<file path="src/rtl/led_mode_sequencer.sv">
// led_mode_sequencer
// Turns a 2-bit lighting mode (off / solid / flash / rainbow) into registered
// colour code, brightness and lamp-enable controls for the colour datapath.
// A programmable prescaler produces a tick every period+1 clocks, and the
// tick paces the flash phases and the rainbow colour steps.
//
// Optional feature: define LED_SEQ_FADE_EN to turn flash mode into a
// "breathe" ramp. S_FLASH_ON ramps brightness down and S_FLASH_OFF ramps it
// back up, with the lamp held on.
module led_mode_sequencer #(
  parameter int DIV_W      = 16,
  parameter int NUM_COLORS = 10
) (
  input  logic             clk,
  input  logic             rst_n,
  input  logic [1:0]       mode,
  input  logic [3:0]       color_code_in,
  input  logic [3:0]       brightness_in,
  input  logic [DIV_W-1:0] period,
  output logic [3:0]       color_code,
  output logic [3:0]       brightness,
  output logic             lamp_on,
  output logic             step,
  output logic [2:0]       state
);

  typedef enum logic [2:0] {
    S_OFF       = 3'd0,
    S_SOLID     = 3'd1,
    S_FLASH_ON  = 3'd2,
    S_FLASH_OFF = 3'd3,
    S_RAINBOW   = 3'd4
  } state_t;

  // Palette size widened by one bit so NUM_COLORS=16 still compares correctly.
  localparam logic [4:0] NUM_C    = 5'(NUM_COLORS);
  localparam logic [3:0] IDX_LAST = 4'(NUM_COLORS - 1);

  state_t           state_q;
  logic [1:0]       mode_q;
  logic [DIV_W-1:0] cnt;
  logic [3:0]       idx;

  logic             mode_chg;
  logic             tick;
  logic [3:0]       idx_next;
  logic [3:0]       idx_start;
  state_t           entry_state;

  assign state = state_q;

  // A mode change wins over a tick on the same edge. The prescaler is idle in S_OFF.
  assign mode_chg  = (mode != mode_q);
  assign tick      = (state_q != S_OFF) && !mode_chg && (cnt >= period);
  assign idx_next  = (idx == IDX_LAST) ? 4'd0 : idx + 4'd1;
  assign idx_start = ({1'b0, color_code_in} < NUM_C) ? color_code_in : 4'd0;

  // Entry state for the requested mode.
  always_comb begin
    // NOTE: a default assignment first keeps every path driven, so no latch is inferred.
    entry_state = S_OFF;
    case (mode)
      2'd1:    entry_state = S_SOLID;
      2'd2:    entry_state = S_FLASH_ON;
      2'd3:    entry_state = S_RAINBOW;
      default: entry_state = S_OFF;
    endcase
  end

  // Sequencer FSM, prescaler, rainbow index and registered outputs.
  always_ff @(posedge clk or negedge rst_n) begin
    if (!rst_n) begin
      // NOTE: every register here is control state with a defined reset value.
      // There is no storage array that could be left unreset.
      state_q    <= S_OFF;
      mode_q     <= 2'd0;
      cnt        <= '0;
      idx        <= 4'd0;
      color_code <= 4'd0;
      brightness <= 4'd0;
      lamp_on    <= 1'b0;
      step       <= 1'b0;
    end else begin
      // NOTE: sequential state uses non-blocking assignments so that every
      // right-hand side sees the pre-edge values.
      mode_q <= mode;
      step   <= 1'b0;

      if (mode_chg) begin
        state_q <= entry_state;
        cnt     <= '0;
        case (entry_state)
          S_OFF: begin
            color_code <= 4'd0;
            brightness <= 4'd0;
            lamp_on    <= 1'b0;
          end
          S_RAINBOW: begin
            idx        <= idx_start;
            color_code <= idx_start;
            brightness <= brightness_in;
            lamp_on    <= 1'b1;
          end
          default: begin
            // Solid and flash (or breathe) both start at the requested colour and brightness.
            color_code <= color_code_in;
            brightness <= brightness_in;
            lamp_on    <= 1'b1;
          end
        endcase
      end else begin
        if (tick || state_q == S_OFF) cnt <= '0;
        else                          cnt <= cnt + DIV_W'(1);

        step <= tick && (state_q != S_SOLID);

        case (state_q)
          S_OFF: begin
            color_code <= 4'd0;
            brightness <= 4'd0;
            lamp_on    <= 1'b0;
          end

          S_SOLID: begin
            color_code <= color_code_in;
            brightness <= brightness_in;
            lamp_on    <= 1'b1;
          end

`ifdef LED_SEQ_FADE_EN
          // Ramp down one level per tick. Reaching zero turns the ramp upward.
          S_FLASH_ON: begin
            color_code <= color_code_in;
            lamp_on    <= 1'b1;
            if (tick) begin
              if (brightness == 4'd0) begin
                state_q <= S_FLASH_OFF;
              end else begin
                brightness <= brightness - 4'd1;
                if (brightness == 4'd1) state_q <= S_FLASH_OFF;
              end
            end
          end

          // Ramp up one level per tick toward brightness_in. If brightness_in drops
          // below the current level, clamp to it at once and turn the ramp downward.
          S_FLASH_OFF: begin
            color_code <= color_code_in;
            lamp_on    <= 1'b1;
            if ((brightness > brightness_in) || (tick && brightness >= brightness_in)) begin
              brightness <= brightness_in;
              state_q    <= S_FLASH_ON;
            end else if (tick) begin
              brightness <= brightness + 4'd1;
              if ((brightness + 4'd1) >= brightness_in) state_q <= S_FLASH_ON;
            end
          end
`else
          // Lit phase: follow the requested colour until the tick blanks the lamp.
          S_FLASH_ON: begin
            if (tick) begin
              state_q    <= S_FLASH_OFF;
              brightness <= 4'd0;
              lamp_on    <= 1'b0;
            end else begin
              color_code <= color_code_in;
              brightness <= brightness_in;
              lamp_on    <= 1'b1;
            end
          end

          // Dark phase: the colour code holds its last value while the lamp is off.
          S_FLASH_OFF: begin
            if (tick) begin
              state_q    <= S_FLASH_ON;
              color_code <= color_code_in;
              brightness <= brightness_in;
              lamp_on    <= 1'b1;
            end else begin
              brightness <= 4'd0;
              lamp_on    <= 1'b0;
            end
          end
`endif

          S_RAINBOW: begin
            if (tick) idx <= idx_next;
            color_code <= tick ? idx_next : idx;
            brightness <= brightness_in;
            lamp_on    <= 1'b1;
          end

          default: begin
            state_q    <= S_OFF;
            color_code <= 4'd0;
            brightness <= 4'd0;
            lamp_on    <= 1'b0;
          end
        endcase
      end
    end
  end

endmodule

</file>
<file path="config.mk">
export PLATFORM = sky130hd
export DESIGN_NAME = led_mode_sequencer
export DESIGN_NICKNAME = d
export VERILOG_FILES = /design/src/rtl/led_mode_sequencer.sv
export SDC_FILE = /design/constraint.sdc
export NUM_CORES = 1
export LEC_CHECK = 0
export BUFFER_PORTS_ARGS = -buffer_cell sky130_fd_sc_hd__buf_4
export CORE_MARGIN = 2
export CORE_UTILIZATION = 60
export CTS_CLUSTER_SIZE = 16
export DETAILED_ROUTE_END_ITERATION = 6
export PLACE_DENSITY = 0.83
export SYNTH_ARGS = -nofsm -noshare
export SYNTH_HDL_FRONTEND = slang
export SYNTH_SLANG_ARGS = --single-unit
export TNS_END_PERCENT = 50
</file>
<file path="constraint.sdc">
create_clock -name clk -period 5.17 [get_ports clk]
set_clock_uncertainty 0.15 [all_clocks]
set_input_delay 1.551 -clock clk [delete_from_list [all_inputs] [get_ports clk]]
set_output_delay 1.551 -clock clk [all_outputs]
set_load 0.02 [all_outputs]
</file>
==> impl_metrics.yaml, run 1 <==
outcome:
  run_status: "finished clean"
clock_tree:
  cts.sink_count: 35
  htree_num_levels: 2
  holdBufCountCts: 0
  cts_buffers: 5
  insertion_delay_ps: 290
  clockRootBuffer: "sky130_fd_sc_hd__clkbuf_8"
  worst_setup_hold_path_clk_slew_ps: 60
  cts_max_path_buffers: 2
  postCtsSetupRepairBufs: 0
  cts_tree: "yes"
  postCtsResizedCells: 0
logic_synthesis:
  number_of_synthesized_register_bits: 35
  mappedNetlistArea_mm2: 0.00234
  syn_area_per_cell_um2: 9.09
  ys_seq_area_share_pct: 37.5
  ys_warn_count: 0
  yosys_most_used_dff: "sky130_fd_sc_hd__dfrtp_1"
  share_of_flip_flops_with_an_asynchronous_set_or_reset_pct: 100
  number_of_nets_produced_by_synthesis: 306
  synth_enable_flop_cells: 0
  netlist_instances: 257
  synth.lib_cells_used.distinct: 51
setup_path:
  critPathRequiredTime_ps: 5190
  r2r_end: "color_code[0]$_DFFE_PN0P_"
  cp_slowest_cell: "sky130_fd_sc_hd__a2111o_1"
  worstSetupPathType: "in -> reg"
  rr_startpoint: "cnt[7]$_DFF_PN0_"
  crit_path_start_kind: "input port"
  worstRegToRegCells: 7
  worstPathCellList: "buf_4 -> inv_1 -> ha_1 -> a21oi_1 -> o21ai_0 -> a2111o_1 -> or3_4 -> nand3_1 -> mux2_2"
  cp_data_arrival_time_ps: 3740
  endpoint_kind: "flip-flop"
  worst_path_largest_cell_delay_ps: 570
  critical_path_cell_count: 9
  timing.critical_path.fanout_max: 8
  reg2reg_setup_slack_ps: 2350
  crit_family: "compound AO/OA/AOI/OAI gates"
  worst-path-buf-inv: 2
job:
  maxCapViolations: 0
min_path:
  worstHoldStart: "cnt[0]$_DFF_PN0_"
  whs_endpoint: "cnt[0]$_DFF_PN0_"
  min_path_cells: 1
  hp-class: "reg -> reg"
timing:
  grt_setup_unrepaired: "no"
  finalSetupViolCount: 0
  timing_worst_slew_pin_value_ps: 611
  relSlewSlack_pct: 59.2
  fin_crit_ps: 3720
  hold_violation_count_in_the_final_report: 0
  top_achievable_clock_speed_mhz: 269
  fin_crit_sh_pct: 72.0
  final-max-slew-violation-count: 0
  setup-tns-final_ps: 0
route:
  wl_per_cell_um: 13.9
  drt_wirelength_um: 4820
  total_via_count_in_the_routed_design: 1974
  remaining_drc_errors: 0
  drtIter0Drc: 158
  routed_via_density: 5.67
  ant_nets: 0
  drt-pass1-iter-count: 4
floorplanning:
  die_width_um: 66.4
  die_area_mm2: 0.00441
  placement_rows: 22
  core_mm2: 0.00372
  floorplan.die.height_um: 66.4
  pin_count: 41
  initial_core_utilization_pct: 62.9
final_layout:
  nFillCells: 288
  highest_count_cells_in_the_layout_ignoring_fill_and_taps: "sky130_fd_sc_hd__buf_4, sky130_fd_sc_hd__dfrtp_1, sky130_fd_sc_hd__nor2_1, sky130_fd_sc_hd__inv_1, sky130_fd_sc_hd__nand2_1"
  areaGrowthSynthToFinish_pct: 17.4
  finalInstanceArea_mm2: 0.00274
  layout-drive-gt1-share_pct: 18.3
  antenna_cells_inserted: 0
  nNetsFinal: 348
  area_of_the_multi_input_gates_mm2: 0.00134
  layout_commonest_cell: "sky130_fd_sc_hd__buf_4"
  ff_latch_area_um2: 876
placement:
  portBuffers: 40
  dpl-instance-area_mm2: 0.00266
  dpl.hpwl_um: 3700
  place.gp.congestion: 0.891
grt:
  grt_pass1_vias: 1901
  grt_start_max_net_pins: 36
  antenna_found_initial: 0
  globalRouteOverflowTotal: 0
  global_route.usage.total_pct: 24.6
  grt_first_pass_wirelength_um: 8080
pwr:
  p_leak_nw: 1.33
  powerDensity_mw_per_mm2: 240
  ir_worst_vdd_mv: 0.198
-- per-layer routing --
metal	global-route usage [%]	wire length (µm)	share of wire, %
met5	0	0	0
met2	41.5	2390	50
met3	5.62	335	6.9
met4	12.2	99	2.1
met1	29.2	2000	41
-- flip-flops by register name (all words and copies together), names as in the netlist --
signal and flops:
brightness 4, cnt 16, color_code 4, idx 4
lamp_on 1, mode_q 2, state 3, step 1
-- through the flow --
| step | worst slack, ps | instances | hold slack, ps | util [%] | total power [mW] |
|---|---|---|---|---|---|
| 2_1_floorplan | 1420 | 257 | 296 | - | 0.414 |
| 3_3_place_gp | 1210 | 340 | 321 | 71.6 | 0.469 |
| 3_5_place_dp | 1160 | 340 | 328 | 71.6 | 0.473 |
| 4_1_cts | 1470 | 348 | 337 | 73.8 | 0.665 |
| 5_1_grt | 1250 | 348 | 373 | 73.8 | 0.697 |
| 6_report | 1450 | 348 | 330 | 73.8 | 0.658 |
-- cells by family (layout without fill, tap and decap cells) --
kind of cell,Yosys count,in the layout,synth area share [%]
AOI/OAI and AO/OA,54,54,16.7
xor gates and xnor gates,20,20,7.49
adders and majority gates,21,21,11.2
buffers and inverters,28,71,5.19
DFF,35,35,37.5
muxes,3,3,1.34
and+or+nand+nor,96,96,20.6
-- cell type report --
cell class | count | share of cell area, %
clock buffers | 7 | 2.78
clock inverters | 1 | 0.182
inverters | 23 | 3.15
multi-input cells | 194 | 48.8
flip-flops and latches | 35 | 31.9
well taps | 48 | 2.19
repair buffers | 40 | 10.9
-- synth_stat cells (2+ instances only) --
library cell,count,area [µm²]
sky130_fd_sc_hd__a211oi_1,4,30.0
sky130_fd_sc_hd__and2_1,4,25.0
sky130_fd_sc_hd__o21ai_0,13,65.1
sky130_fd_sc_hd__and3_1,5,31.3
sky130_fd_sc_hd__buf_6,2,22.5
sky130_fd_sc_hd__a21boi_0,5,37.5
sky130_fd_sc_hd__inv_1,23,86.3
sky130_fd_sc_hd__clkbuf_1,2,7.51
sky130_fd_sc_hd__nand4_1,6,37.5
sky130_fd_sc_hd__nor3_1,6,30.0
sky130_fd_sc_hd__xnor2_1,9,78.8
sky130_fd_sc_hd__ha_1,21,263
sky130_fd_sc_hd__a31oi_1,2,12.5
sky130_fd_sc_hd__a2111o_1,2,22.5
sky130_fd_sc_hd__nand2_1,22,82.6
sky130_fd_sc_hd__nor2_1,30,113
sky130_fd_sc_hd__dfrtp_1,35,876
sky130_fd_sc_hd__mux2i_1,2,20.0
sky130_fd_sc_hd__xor2_1,11,96.3
sky130_fd_sc_hd__a21oi_1,12,60.1
sky130_fd_sc_hd__and2_2,2,15.0
sky130_fd_sc_hd__nand3_1,10,50.1
-- worst reg2reg max path: stages, from the launching register on --
cell,delay [ps]
sky130_fd_sc_hd__dfrtp_1,450
sky130_fd_sc_hd__ha_1,320
sky130_fd_sc_hd__a21oi_1,110
sky130_fd_sc_hd__o21ai_0,190
sky130_fd_sc_hd__a2111o_1,570
sky130_fd_sc_hd__or3_4,420
sky130_fd_sc_hd__nand3_1,140
sky130_fd_sc_hd__mux2_2,360
-- where the power goes --
| part | switching (mW) | internal [mW] |
|---|---|---|
| Clock | 0.0950 | 0.0945 |
| Combinational | 0.0821 | 0.0694 |
| Sequential | 0.0227 | 0.295 |
-- worst max path at each step --
stage / from / to / slack (ps)
6_report: period[5] / color_code[0]$_DFFE_PN0P_ / 1450
4_1_cts: period[5] / color_code[0]$_DFFE_PN0P_ / 1470
3_3_place_gp: period[5] / color_code[0]$_DFFE_PN0P_ / 1210
2_1_floorplan: period[7] / color_code[0]$_DFFE_PN0P_ / 1420
3_5_place_dp: period[5] / color_code[0]$_DFFE_PN0P_ / 1160
5_1_grt: period[5] / cnt[12]$_DFF_PN0_ / 1250
Power figures use the tool's default switching activity.
==> run 2, diff against run 1 <==
--- a/config.mk
+++ b/config.mk
@@ -7,10 +7,10 @@
 export LEC_CHECK = 0
 export BUFFER_PORTS_ARGS = -buffer_cell sky130_fd_sc_hd__buf_4
 export CORE_MARGIN = 2
-export CORE_UTILIZATION = 60
+export CORE_UTILIZATION = 56
 export CTS_CLUSTER_SIZE = 16
 export DETAILED_ROUTE_END_ITERATION = 6
-export PLACE_DENSITY = 0.83
+export PLACE_DENSITY = 0.78
 export SYNTH_ARGS = -nofsm -noshare
 export SYNTH_HDL_FRONTEND = slang
 export SYNTH_SLANG_ARGS = --single-unit
==> constraint.sdc (replaced) <==
create_clock -name clk -period 3.8 [get_ports clk]
set_clock_uncertainty 0.15 [all_clocks]
set_input_delay 1.14 -clock clk [delete_from_list [all_inputs] [get_ports clk]]
set_output_delay 1.14 -clock clk [all_outputs]
set_load 0.02 [all_outputs]
==> impl_metrics.yaml, run 2 (synthesis gave the netlist of run 1 again) <==
outcome:
  run_status: "finished clean"
grt:
  globalRouteOverflowTotal: 0
  grt_pass1_vias: 1883
  antenna_found_initial: 0
  grt_first_pass_wirelength_um: 8270
  global_route.usage.total_pct: 23.6
  grt_start_max_net_pins: 36
floorplanning:
  pin_count: 41
  floorplan.die.height_um: 68.6
  placement_rows: 23
  initial_core_utilization_pct: 58.4
  die_width_um: 68.6
  die_area_mm2: 0.00471
  core_mm2: 0.00400
setup_path:
  crit_path_start_kind: "input port"
  endpoint_kind: "flip-flop"
  reg2reg_setup_slack_ps: 1000
  cp_slowest_cell: "sky130_fd_sc_hd__a2111o_1"
  critPathRequiredTime_ps: 3830
  critical_path_cell_count: 9
  worstSetupPathType: "in -> reg"
  worstPathCellList: "buf_4 -> inv_1 -> ha_1 -> a21oi_1 -> o21ai_0 -> a2111o_1 -> or3_4 -> nand3_1 -> mux2_2"
  rr_startpoint: "cnt[7]$_DFF_PN0_"
  worstRegToRegCells: 7
  r2r_end: "color_code[0]$_DFFE_PN0P_"
  crit_family: "compound AO/OA/AOI/OAI gates"
  worst_path_largest_cell_delay_ps: 570
  timing.critical_path.fanout_max: 8
  cp_data_arrival_time_ps: 3310
  worst-path-buf-inv: 2
final_layout:
  nNetsFinal: 351
  nFillCells: 321
  areaGrowthSynthToFinish_pct: 19.3
  antenna_cells_inserted: 0
  layout_commonest_cell: "sky130_fd_sc_hd__buf_4"
  area_of_the_multi_input_gates_mm2: 0.00134
  highest_count_cells_in_the_layout_ignoring_fill_and_taps: "sky130_fd_sc_hd__buf_4, sky130_fd_sc_hd__dfrtp_1, sky130_fd_sc_hd__nor2_1, sky130_fd_sc_hd__inv_1, sky130_fd_sc_hd__nand2_1"
  largest_register_ffs: 16
  layout-drive-gt1-share_pct: 19.5
  ff_latch_area_um2: 876
  top_register: "cnt"
pwr:
  p_leak_nw: 1.35
  ir_worst_vdd_mv: 0.246
  fin_total_pwr_mw: 0.941
  powerDensity_mw_per_mm2: 338
clock_tree:
  cts.sink_count: 35
  htree_num_levels: 2
  cts_tree: "yes"
  clockRootBuffer: "sky130_fd_sc_hd__clkbuf_8"
  postCtsSetupRepairBufs: 0
  postCtsResizedCells: 0
  holdBufCountCts: 0
  cts_buffers: 5
  worst_setup_hold_path_clk_slew_ps: 70
  insertion_delay_ps: 290
  cts_max_path_buffers: 2
timing:
  setup-tns-final_ps: 0
  grt_setup_unrepaired: "no"
  final-max-slew-violation-count: 0
  finalSetupViolCount: 0
  hold_violation_count_in_the_final_report: 0
  layout_setup_ws_ps: 512
  relSlewSlack_pct: 65.4
  timing_worst_slew_pin_value_ps: 516
  top_achievable_clock_speed_mhz: 304
  fin_crit_sh_pct: 86.5
  fin_crit_ps: 3290
route:
  drt_wirelength_um: 5110
  wl_per_cell_um: 14.5
  drtIter0Drc: 119
  ant_nets: 0
  total_via_count_in_the_routed_design: 2041
  drt-pass1-iter-count: 5
  routed_via_density: 5.78
  remaining_drc_errors: 0
placement:
  dpl.hpwl_um: 3830
  detailedPlace.worstSlack_ps: 200
  place.gp.congestion: 0.862
  portBuffers: 40
min_path:
  whs_endpoint: "cnt[0]$_DFF_PN0_"
  worstHoldStart: "cnt[0]$_DFF_PN0_"
  hp-class: "reg -> reg"
  min_path_cells: 1
job:
  maxCapViolations: 0
## run 2: changes by cell type in the layout (fill, tap and decap cells not counted)
| cell | before | now |
|---|---|---|
| sky130_fd_sc_hd__buf_4 | 40 | 43 |
| sky130_fd_sc_hd__clkbuf_8 | 5 | 7 |
| sky130_fd_sc_hd__clkbuf_1 | 2 | 1 |
| sky130_fd_sc_hd__clkinv_2 | 1 | 0 |
## run 2: power by group
group / switching, mW / internal [mW]
clock network: 0.133 / 0.165
logic: 0.114 / 0.0975
registers: 0.0310 / 0.401
total: 0.277 / 0.664
## run 2: worst max-delay path by stage
stage | from | endpoint
6_report | period[7] | color_code[0]$_DFFE_PN0P_
5_1_grt | period[7] | brightness[0]$_DFF_PN0_
4_1_cts | period[7] | color_code[0]$_DFFE_PN0P_
3_5_place_dp | period[7] | color_code[0]$_DFFE_PN0P_
3_3_place_gp | period[7] | color_code[0]$_DFFE_PN0P_
2_1_floorplan | period[7] | color_code[0]$_DFFE_PN0P_
## run 2: worst reg2reg max path, delay by kind of cell (launching register included)
family / cells / cell delay [ps]
compound gates: 3 / 890
fa+ha+maj: 1 / 320
flops: 1 / 450
mux: 1 / 340
simple gates: 2 / 530
## run 2: cell type report
class / count / share of cell area (%)
tap: 50 / 2.24
clock buffer: 8 / 3.59
timing repair buffer: 43 / 11.6
multi-input combinational: 194 / 48.1
sequential: 35 / 31.4
inverter: 23 / 3.10
## run 2: metrics by stage
stage          util, %  hold slack, ps  instance area, µm²  instances
3_5_place_dp      67.2             328                2690        345
6_report          69.7             338                2790        353
4_1_cts           69.7             337                2790        353
2_1_floorplan        -             296                2340        257
3_3_place_gp      67.2             316                2690        345
5_1_grt           69.7             370                2790        353
## run 2: routing by layer
metal  track usage, %  wire length, µm  vias to the layer above
met2             39.5             2510                       78
met5                0                0                        -
met1             30.0             2190                      959
li1                 -                -                      992
met3             5.52              311                       12
met4             7.50               99                        0
